==> config.mk <==
export PLATFORM = sky130hd
export DESIGN_NAME = sys_ibus_dma
export DESIGN_NICKNAME = d
export VERILOG_FILES = /design/src/rtl/sys_dma_pkg.sv /design/src/rtl/sys_dma_regs.sv /design/src/rtl/sys_ibus_dma.sv
export SDC_FILE = /design/constraint.sdc
export NUM_CORES = 1
export LEC_CHECK = 0
export ABC_AREA = 1
export ABC_CLOCK_PERIOD_IN_PS = 4900
export CAP_MARGIN = 10
export CORE_MARGIN = 1
export CORE_UTILIZATION = 49
export CTS_CLUSTER_DIAMETER = 60
export DETAILED_ROUTE_END_ITERATION = 6
export PLACE_DENSITY = 0.82
export SLEW_MARGIN = 20
export SYNTH_ARGS = -nofsm -noshare
export SYNTH_HDL_FRONTEND = slang
export SYNTH_SLANG_ARGS = --single-unit
==> constraint.sdc <==
create_clock -name clk -period 4.9 [get_ports clk]
set_input_delay 0.98 -clock clk [delete_from_list [all_inputs] [get_ports clk]]
set_output_delay 0.98 -clock clk [all_outputs]
set_load 0.005 [all_outputs]
==> src/rtl/sys_dma_pkg.sv <==
// Shared constants, register map and state type for the ibus DMA engine.
// Imported by the register file and the DMA top.
package sys_dma_pkg;

  localparam int ADR_W = 18;
  localparam int DAT_W = 16;
  localparam int LEN_W = 16;

  localparam logic [13:0] OFF_SRC    = 14'd0;
  localparam logic [13:0] OFF_DST    = 14'd1;
  localparam logic [13:0] OFF_LEN    = 14'd2;
  localparam logic [13:0] OFF_CTRL   = 14'd3;
  localparam logic [13:0] OFF_STATUS = 14'd4;

  localparam int CTRL_START = 0;
  localparam int CTRL_DIR   = 1;
  localparam int CTRL_ABORT = 2;
  localparam int CTRL_IE    = 3;

  localparam int ST_BUSY    = 0;
  localparam int ST_DONE    = 1;
  localparam int ST_ABORTED = 2;

  typedef enum logic [1:0] {
    IDLE,
    RUN,
    DRAIN
  } state_e;

  function automatic logic [ADR_W-1:0] adr_inc(
    input logic [ADR_W-1:0] a
  );
    return a + ADR_W'(1);
  endfunction

endpackage

==> src/rtl/sys_dma_regs.sv <==
// DMA register file: SRC/DST/LEN/CTRL storage, START/ABORT pulses,
// STATUS read-back and pass-through of the upstream read chain.
module sys_dma_regs
  import sys_dma_pkg::*;
#(
  parameter logic [13:0] REG_BASE = 14'h0100
) (
  input  logic             clk_i,
  input  logic             rst_i,
  input  logic             we_i,
  input  logic [13:0]      wadr_i,
  input  logic [31:0]      wdata_i,
  input  logic [13:0]      radr_i,
  input  logic [31:0]      rdata_in_i,
  input  logic             busy_i,
  input  logic             done_i,
  input  logic             aborted_i,
  input  logic [LEN_W-1:0] remaining_i,
  output logic [31:0]      rdata_o,
  output logic [ADR_W-1:0] src_o,
  output logic [ADR_W-1:0] dst_o,
  output logic [LEN_W-1:0] len_o,
  output logic             dir_o,
  output logic             ie_o,
  output logic             start_o,
  output logic             abort_o
);

  logic [ADR_W-1:0] src_q;
  logic [ADR_W-1:0] dst_q;
  logic [LEN_W-1:0] len_q;
  logic             dir_q;
  logic             ie_q;
  logic [13:0]      woff;
  logic [13:0]      roff;
  logic             ctrl_wr;
  logic             unused_wdata;

  assign woff    = wadr_i - REG_BASE;
  assign roff    = radr_i - REG_BASE;
  assign ctrl_wr = we_i && (woff == OFF_CTRL);

  assign unused_wdata = ^wdata_i[31:ADR_W];

  always_ff @(posedge clk_i or posedge rst_i) begin
    if (rst_i) begin
      src_q <= '0;
      dst_q <= '0;
      len_q <= '0;
      dir_q <= 1'b0;
      ie_q  <= 1'b0;
    end else if (we_i) begin
      case (woff)
        OFF_SRC: src_q <= wdata_i[ADR_W-1:0];
        OFF_DST: dst_q <= wdata_i[ADR_W-1:0];
        OFF_LEN: len_q <= wdata_i[LEN_W-1:0];
        OFF_CTRL: begin
          dir_q <= wdata_i[CTRL_DIR];
          ie_q  <= wdata_i[CTRL_IE];
        end
        default: ;
      endcase
    end
  end

  assign start_o = ctrl_wr && wdata_i[CTRL_START];
  assign abort_o = ctrl_wr && wdata_i[CTRL_ABORT];

  // DIR written together with START must take effect for that transfer.
  assign dir_o = ctrl_wr ? wdata_i[CTRL_DIR] : dir_q;
  assign src_o = src_q;
  assign dst_o = dst_q;
  assign len_o = len_q;
  assign ie_o  = ie_q;

  always_comb begin
    rdata_o = rdata_in_i;
    case (roff)
      OFF_SRC:    rdata_o = {14'b0, src_q};
      OFF_DST:    rdata_o = {14'b0, dst_q};
      OFF_LEN:    rdata_o = {16'b0, len_q};
      OFF_CTRL:   rdata_o = {28'b0, ie_q, 1'b0, dir_q, 1'b0};
      OFF_STATUS: rdata_o = {remaining_i, 13'b0,
                             aborted_i, done_i, busy_i};
      default:    rdata_o = rdata_in_i;
    endcase
  end

endmodule

==> src/rtl/sys_ibus_dma.sv <==
// Bus-master DMA between system memory and the systolic array ibus port.
// One read per cycle, each read's data written to the far side next cycle.
module sys_ibus_dma
  import sys_dma_pkg::*;
#(
  parameter logic [13:0] REG_BASE = 14'h0100
) (
  input  logic        clk,
  input  logic        rst,
  input  logic        dma_io_we,
  input  logic [13:0] dma_io_wadr,
  input  logic [31:0] dma_io_wdata,
  input  logic [13:0] dma_io_radr,
  input  logic [31:0] dma_io_rdata_in,
  output logic [31:0] dma_io_rdata,
  output logic        ibus_ren,
  output logic [17:0] ibus_radr,
  input  logic [15:0] ibus_rdata,
  output logic        ibus_wen,
  output logic [17:0] ibus_wadr,
  output logic [15:0] ibus_wdata,
  output logic        mem_ren,
  output logic [17:0] mem_radr,
  input  logic [15:0] mem_rdata,
  output logic        mem_wen,
  output logic [17:0] mem_wadr,
  output logic [15:0] mem_wdata,
  output logic        irq
);

  logic [ADR_W-1:0] reg_src;
  logic [ADR_W-1:0] reg_dst;
  logic [LEN_W-1:0] reg_len;
  logic             reg_dir;
  logic             reg_ie;
  logic             start;
  logic             abort;

  state_e           state_q;
  logic             ren_q;
  logic             wen_q;
  logic             dir_q;
  logic             abort_q;
  logic             done_q;
  logic             aborted_q;
  logic [ADR_W-1:0] radr_q;
  logic [ADR_W-1:0] wadr_q;
  logic [LEN_W-1:0] rd_left_q;
  logic [LEN_W-1:0] rem_q;
  logic             busy;

  assign busy = (state_q != IDLE);

  sys_dma_regs #(
    .REG_BASE (REG_BASE)
  ) u_regs (
    .clk_i       (clk),
    .rst_i       (rst),
    .we_i        (dma_io_we),
    .wadr_i      (dma_io_wadr),
    .wdata_i     (dma_io_wdata),
    .radr_i      (dma_io_radr),
    .rdata_in_i  (dma_io_rdata_in),
    .busy_i      (busy),
    .done_i      (done_q),
    .aborted_i   (aborted_q),
    .remaining_i (rem_q),
    .rdata_o     (dma_io_rdata),
    .src_o       (reg_src),
    .dst_o       (reg_dst),
    .len_o       (reg_len),
    .dir_o       (reg_dir),
    .ie_o        (reg_ie),
    .start_o     (start),
    .abort_o     (abort)
  );

  always_ff @(posedge clk or posedge rst) begin
    if (rst) begin
      state_q   <= IDLE;
      ren_q     <= 1'b0;
      wen_q     <= 1'b0;
      dir_q     <= 1'b0;
      abort_q   <= 1'b0;
      done_q    <= 1'b0;
      aborted_q <= 1'b0;
      radr_q    <= '0;
      wadr_q    <= '0;
      rd_left_q <= '0;
      rem_q     <= '0;
    end else begin
      unique case (state_q)
        IDLE: begin
          if (start && !abort) begin
            done_q    <= (reg_len == '0);
            aborted_q <= 1'b0;
            abort_q   <= 1'b0;
            rem_q     <= reg_len;
            dir_q     <= reg_dir;
            if (reg_len != '0) begin
              state_q   <= RUN;
              ren_q     <= 1'b1;
              radr_q    <= reg_src;
              wadr_q    <= reg_dst;
              rd_left_q <= reg_len - LEN_W'(1);
            end
          end
        end
        RUN: begin
          // Every RUN cycle issues a read, so a write always follows.
          wen_q <= 1'b1;
          if (wen_q) begin
            wadr_q <= adr_inc(wadr_q);
            rem_q  <= rem_q - LEN_W'(1);
          end
          if (abort || (rd_left_q == '0)) begin
            ren_q   <= 1'b0;
            abort_q <= abort;
            state_q <= DRAIN;
          end else begin
            radr_q    <= adr_inc(radr_q);
            rd_left_q <= rd_left_q - LEN_W'(1);
          end
        end
        DRAIN: begin
          wen_q     <= 1'b0;
          rem_q     <= rem_q - LEN_W'(1);
          done_q    <= !(abort_q || abort);
          aborted_q <= abort_q || abort;
          state_q   <= IDLE;
        end
      endcase
    end
  end

  assign mem_ren    = ren_q & ~dir_q;
  assign mem_radr   = dir_q ? '0 : radr_q;
  assign ibus_ren   = ren_q & dir_q;
  assign ibus_radr  = dir_q ? radr_q : '0;

  assign ibus_wen   = wen_q & ~dir_q;
  assign ibus_wadr  = dir_q ? '0 : wadr_q;
  assign ibus_wdata = ibus_wen ? mem_rdata : '0;
  assign mem_wen    = wen_q & dir_q;
  assign mem_wadr   = dir_q ? wadr_q : '0;
  assign mem_wdata  = mem_wen ? ibus_rdata : '0;

  assign irq = done_q & reg_ie;

endmodule
==> results of run 1 <==
[logic make-up (layout without fill, tap and decap cells)]
group,after synthesis,after routing,share of synthesized area (%)
compound gates,185,185,10.6
fa+ha+maj,9,9,1.22
buf+inv,289,531,12.5
simple gates,865,865,38.1
flops,130,130,35.3
xor+xnor,24,24,2.28
[power by group]
part	total, mW	switching (mW)	internal (mW)	leakage [nW]
Clock	1.43	0.503	0.930	0.319
Combinational	2.38	1.50	0.878	4.09
Sequential	1.47	0.211	1.26	1.76
Total	5.29	2.22	3.07	6.16
[per-stage QoR]
| step | power [mW] | instance area, sq um | hold slack (ps) | setup WS, ps | util (%) |
|---|---|---|---|---|---|
| floorplan | 3.11 | 9210 | 441 | 451 | - |
| global placement | 3.74 | 11900 | 454 | 719 | 65.2 |
| detailed placement | 3.81 | 11900 | 463 | 682 | 65.2 |
| CTS | 5.25 | 12500 | 477 | 667 | 68.8 |
| global route | 5.64 | 12500 | 498 | 504 | 68.8 |
| finish | 5.29 | 12500 | 483 | 650 | 68.8 |
[worst paths after layout]
path | from | endpoint | slack, ps | cells after the start
hold / removal | rd_left_q[3]$_DFFE_PP0P_ | rd_left_q[3]$_DFFE_PP0P_ | 480 | 2
setup / recovery | dma_io_radr[7] | dma_io_rdata[26] | 650 | 11
max in group asynchronous | rst | radr_q[4]$_DFFE_PP0P_ | 3000 | 3
setup reg to reg | state_q[1]$_DFFE_PP0P_ | rd_left_q[6]$_DFFE_PP0P_ | 2030 | 11
min in group asynchronous | rst | wadr_q[15]$_DFFE_PP0P_ | 1040 | 2
hold reg to reg | rd_left_q[3]$_DFFE_PP0P_ | rd_left_q[3]$_DFFE_PP0P_ | 480 | 2
[state kept, by name (all words and copies together) (netlist names)]
name	count
state_q	2
ren_q	1
u_regs.dst_o	18
wadr_q	18
done_q	1
dir_q	1
u_regs.src_o	18
abort_q	1
rem_q	16
u_regs.ie_o	1
u_regs.len_o	16
aborted_q	1
radr_q	18
rd_left_q	16
wen_q	1
u_regs.dir_q	1
[layout make-up]
cell class                      count  area [sq um]
Fill cell                        1544          5680
Multi-Input combinational cell   1083          4810
Sequential cell                   130          3250
Timing Repair Buffer              269          2650
Inverter                          230           866
Clock buffer                       19           453
Tap cell                          229           287
Clock inverter                     13           206
[critical path, delay by kind of cell]
kind / cells / cell delay, ps
AOI/OAI and AO/OA: 1 / 130
buffers and inverters: 4 / 1460
and+or+nand+nor: 6 / 680
[layer usage]
layer  part of all wire [%]  track usage [%]  vias up
li1                       -                -     5066
met1                     41             42.1     4763
met2                     47             51.6      491
met3                     10             7.91       61
met4                    2.4             10.4        0
met5                      0                0        -
[cell usage in the layout (no fill, tap or decap), drive strengths merged, types with 16 or more instances in the layout]
cell type      netlist  routed
buf                 25      16
clkbuf              34      19
dfrtp              130     130
xor2                20      20
nand2              513     513
o21ai              154     154
nand3              100     100
inv                230     231
nor2               231     231
clkdlybuf4s50        0     253
==> metrics, run 1 <==
DIE WIDTH=139 microns; post-CTS setup buffers=0; syn_nets=1,638; Seq cells post-synth=130; I/O Pins=268; worst-skew pair later-pin latency=430 ps; Finished Layout Cells=roughly 2,000; Final Hold Vio Count=0; Final Setup Violations=0; Pre-Repair DR Iteration Count=7; GRT Total Usage=32.0%; total negative slack=0 ps; post-synthesis sequential area ratio=35.3%; most common cell in the synthesized netlist=nand2_1; violated checks=design-rule violations; Antenna Nets Post-Route=0; Yosys warning total=0; antenna cell count=0; worst-path cell chain=clkdlybuf4s50_1 > nor2_1 > nand2_1 > nor2_1 > nand2_1 > inv_1 > nor3_4 > buf_4 > nand3_1 > o21ai_0 > clkdlybuf4s50_1; CTS sink cnt=130; status=finished with violations; gpl congestion=around 0.94; CP max stage delay=around 560 ps; endpoint class of the critical path=output pin; starting density of the core=50.6%; fraction of layout cells with a size suffix above 1=under 10%; Clock transition at path regs=around 60 ps; Post-synth EDFFs=0; TritonCTS Buffers=17; skew final=between 9 and 10 ps; Area growth syn-to-layout=36.1%; Worst path slowest cell=clkdlybuf4s50_1; Synth top cells by count=511 x nand2_1, 229 x inv_1, 225 x nor2_1; root buf cell=clkbuf_16; placed insts=1,941; ys flop type=dfrtp_1; largest net degree at the start of global routing=83; wire per inst=between 15 and 20 microns; Worst Setup Start Kind=input port; FP Rows=49; Arr. time, crit path=3270 ps; Power Density=422 nW/um^2; Syn Inst Count=1,502; DRC Markers=11; synthesized area per cell=6.13 sq um; Max VDD drop=0.279 mV; Hold Crit Class=reg2reg; top post-synthesis cells by area=dfrtp_1 35%, nand2_1 21%, inv_1 9.3%, nor2_1 9.2%, o21ai_0 7.3%; Layout Nets=1,867; WL final=~31 mm; DP Wirelength=approximately 23 mm; first-pass GRT wire length=48.8 mm; Final Max Slew Viols=0; Cell Area, Synth=9210 sq um; PostCTS Resize Cnt=0; H-tree depth=4; DR iter-0 viols=just under 900; Worst EP required=3920 ps; unrepaired setup endpoints after global routing=false; max_slew headroom=between 40% and 50%; DIE AREA=19,300 sq um; Leak=6.16 nW; area of the core=between 15,000 and 20,000 sq um; initial antenna violation count=0; Port Buffer Count=253; top cell type's share of synthesized area=35.3%; vias per inst=5.26; vias=10,400; Post-synth ARST share=100%; CTS tree=built; gr ovfl total=0; Hold-fix buffers, CTS=0; Crit Path Max Fanout=24; Max clock buf depth=2; vias in the first global route=9,568; Final Cycle Share=86.7%; Yosys cell types=33; Die Y=139 microns; Max Cap Viol=0; clock period minus worst slack=4250 ps; critical path type=in2out; post-synth top area cell=dfrtp_1; Slew @ Worst Pin=826 ps; f_max=between 0.2 and 0.25 GHz
No activity file was read; power rests on OpenSTA's default activity.
==> inputs of run 2 (changes only) <==
--- a/config.mk
+++ b/config.mk
@@ -8,10 +8,12 @@
 export ABC_AREA = 1
 export ABC_CLOCK_PERIOD_IN_PS = 4900
 export CAP_MARGIN = 10
+export CORE_ASPECT_RATIO = 0.7
 export CORE_MARGIN = 1
 export CORE_UTILIZATION = 49
 export CTS_CLUSTER_DIAMETER = 60
 export DETAILED_ROUTE_END_ITERATION = 6
+export GPL_TIMING_DRIVEN = 0
 export PLACE_DENSITY = 0.82
 export SLEW_MARGIN = 20
 export SYNTH_ARGS = -nofsm -noshare
==> metrics, run 2 (synthesis gave the netlist of run 1 again) <==
root buf cell=clkbuf_16; Area growth syn-to-layout=37.7%; WHS Path Cells=2; Final Util=69.6%; vias=11,000; GRT Total Usage=between 30% and 40%; Arr. time, crit path=3600 ps; critical path type=in2out; Worst EP required=roughly 3900 ps; PostCTS Resize Cnt=0; fraction of layout cells with a size suffix above 1=slightly above 4%; gpl congestion=between 0.9 and 1; endpoint class of the critical path=output pin; final hold slack=just under 500 ps; Final Setup Violations=0; Leak=approximately 6.2 nW; Final Hold Vio Count=0; Pre-Repair DR Iteration Count=7; post-CTS setup buffers=0; CTS tree=built; Max VDD drop=about 0.37 mV; DIE WIDTH=166 microns; Hold Path Sink=rd_left_q[0]$_DFFE_PP0P_; Hold Crit Class=reg2reg; max_slew headroom=about 47%; Power Density=428 nW/um^2; area of the core=around 18,000 sq um; fill count=1,550; Port Buffer Count=253; status=finished with violations; I/O Pins=268; total power=5.42 mW; violated checks=design-rule violations; vias per inst=5.43; Max Cap Viol=0; clock period minus worst slack=4580 ps; largest net degree at the start of global routing=94; Worst Setup Start Kind=input port; unrepaired setup endpoints after global routing=false; antenna cell count=0; TritonCTS Buffers=17; DR iter-0 viols=1,495; H-tree depth=4; Max clock buf depth=2; vias in the first global route=9,757; Layout Nets=around 1,900; initial antenna violation count=0; Worst R2R Path Depth=9; DP Wirelength=26.2 mm; gr ovfl total=0; worst-skew pair later-pin latency=440 ps; DIE AREA=a little under 20,000 sq um; Final Cycle Share=93.5%; commonest non-fill, non-tap cell in the layout=nand2_1; first-pass GRT wire length=52.5 mm; DRC Markers=21; Crit Path Max Fanout=10; reg2reg setup slack=2600 ps; skew final=15.0 ps; WL final=34.0 mm; Die Y=roughly 120 microns; commonest cells after routing, fill and taps aside=511 x nand2_1, 253 x clkdlybuf4s50_1, 228 x inv_1; CTS sink cnt=130; Hold-fix buffers, CTS=0; Final Max Slew Viols=0; wire per inst=16.8 microns; f_max=around 0.22 GHz; reg2reg start=state_q[1]$_DFFE_PP0P_; Clock transition at path regs=approximately 60 ps; Hold Startpoint=rd_left_q[0]$_DFFE_PP0P_; starting density of the core=50.6%; Antenna Nets Post-Route=0; FP Rows=41; Slew @ Worst Pin=788 ps; R2R Path End=wadr_q[7]$_DFFE_PP0P_
[run 2: cell type report]
cell class | count | area (sq um) | area share (%)
Timing Repair Buffer | 254 | 2560 | 20.2
Multi-Input combinational cell | 1083 | 4810 | 37.9
Clock buffer | 18 | 429 | 3.38
Tap cell | 236 | 295 | 2.33
Sequential cell | 130 | 3250 | 25.7
Buffer | 59 | 285 | 2.25
Clock inverter | 14 | 179 | 1.41
Inverter | 230 | 871 | 6.87
[run 2: report_power, final]
| part | leakage [nW] | internal (mW) | switching, mW |
|---|---|---|---|
| clock | 0.288 | 0.806 | 0.524 |
| combinational | 4.19 | 0.978 | 1.64 |
| sequential | 1.76 | 1.26 | 0.217 |
[run 2: critical path, stage by stage]
cell	delay, ps
clkdlybuf4s50_1	480
nor2_1	40
nand2_1	160
nor2_1	80
nand2_1	300
inv_1	180
nor3_4	290
buf_2	330
nand3_1	110
nand2_1	130
clkdlybuf4s50_1	520
[run 2: per-layer routing]
layer	track usage, %	share of wire, %
met1	50.0	43
met2	52.5	41
met3	11.1	14
met4	9.22	1.9
met5	0	0
[run 2: metrics by stage]
step           TNS [ps]  instance area (sq um)  setup WS (ps)  cells
6_report              0                  12700            318   2024
4_1_cts               0                  12700            364   2024
2_1_floorplan         0                   9210            451   1502
3_5_place_dp          0                  12100            363   1992
5_1_grt               0                  12700            192   2024
3_3_place_gp    -179190                  12000          -1390   1991
[run 2: worst max path at each step]
stage | start | endpoint | slack (ps) | depth (start not counted)
after floorplan | rst | abort_q$_DFFE_PP0P_ | 450 | 1
after global placement | rst | rd_left_q[10]$_DFFE_PP0P_ | -1390 | 2
after detailed placement | dma_io_radr[4] | dma_io_rdata[7] | 360 | 11
after CTS | dma_io_radr[4] | dma_io_rdata[7] | 360 | 11
after global routing | dma_io_radr[7] | dma_io_rdata[2] | 190 | 11
final | dma_io_radr[4] | dma_io_rdata[7] | 320 | 11
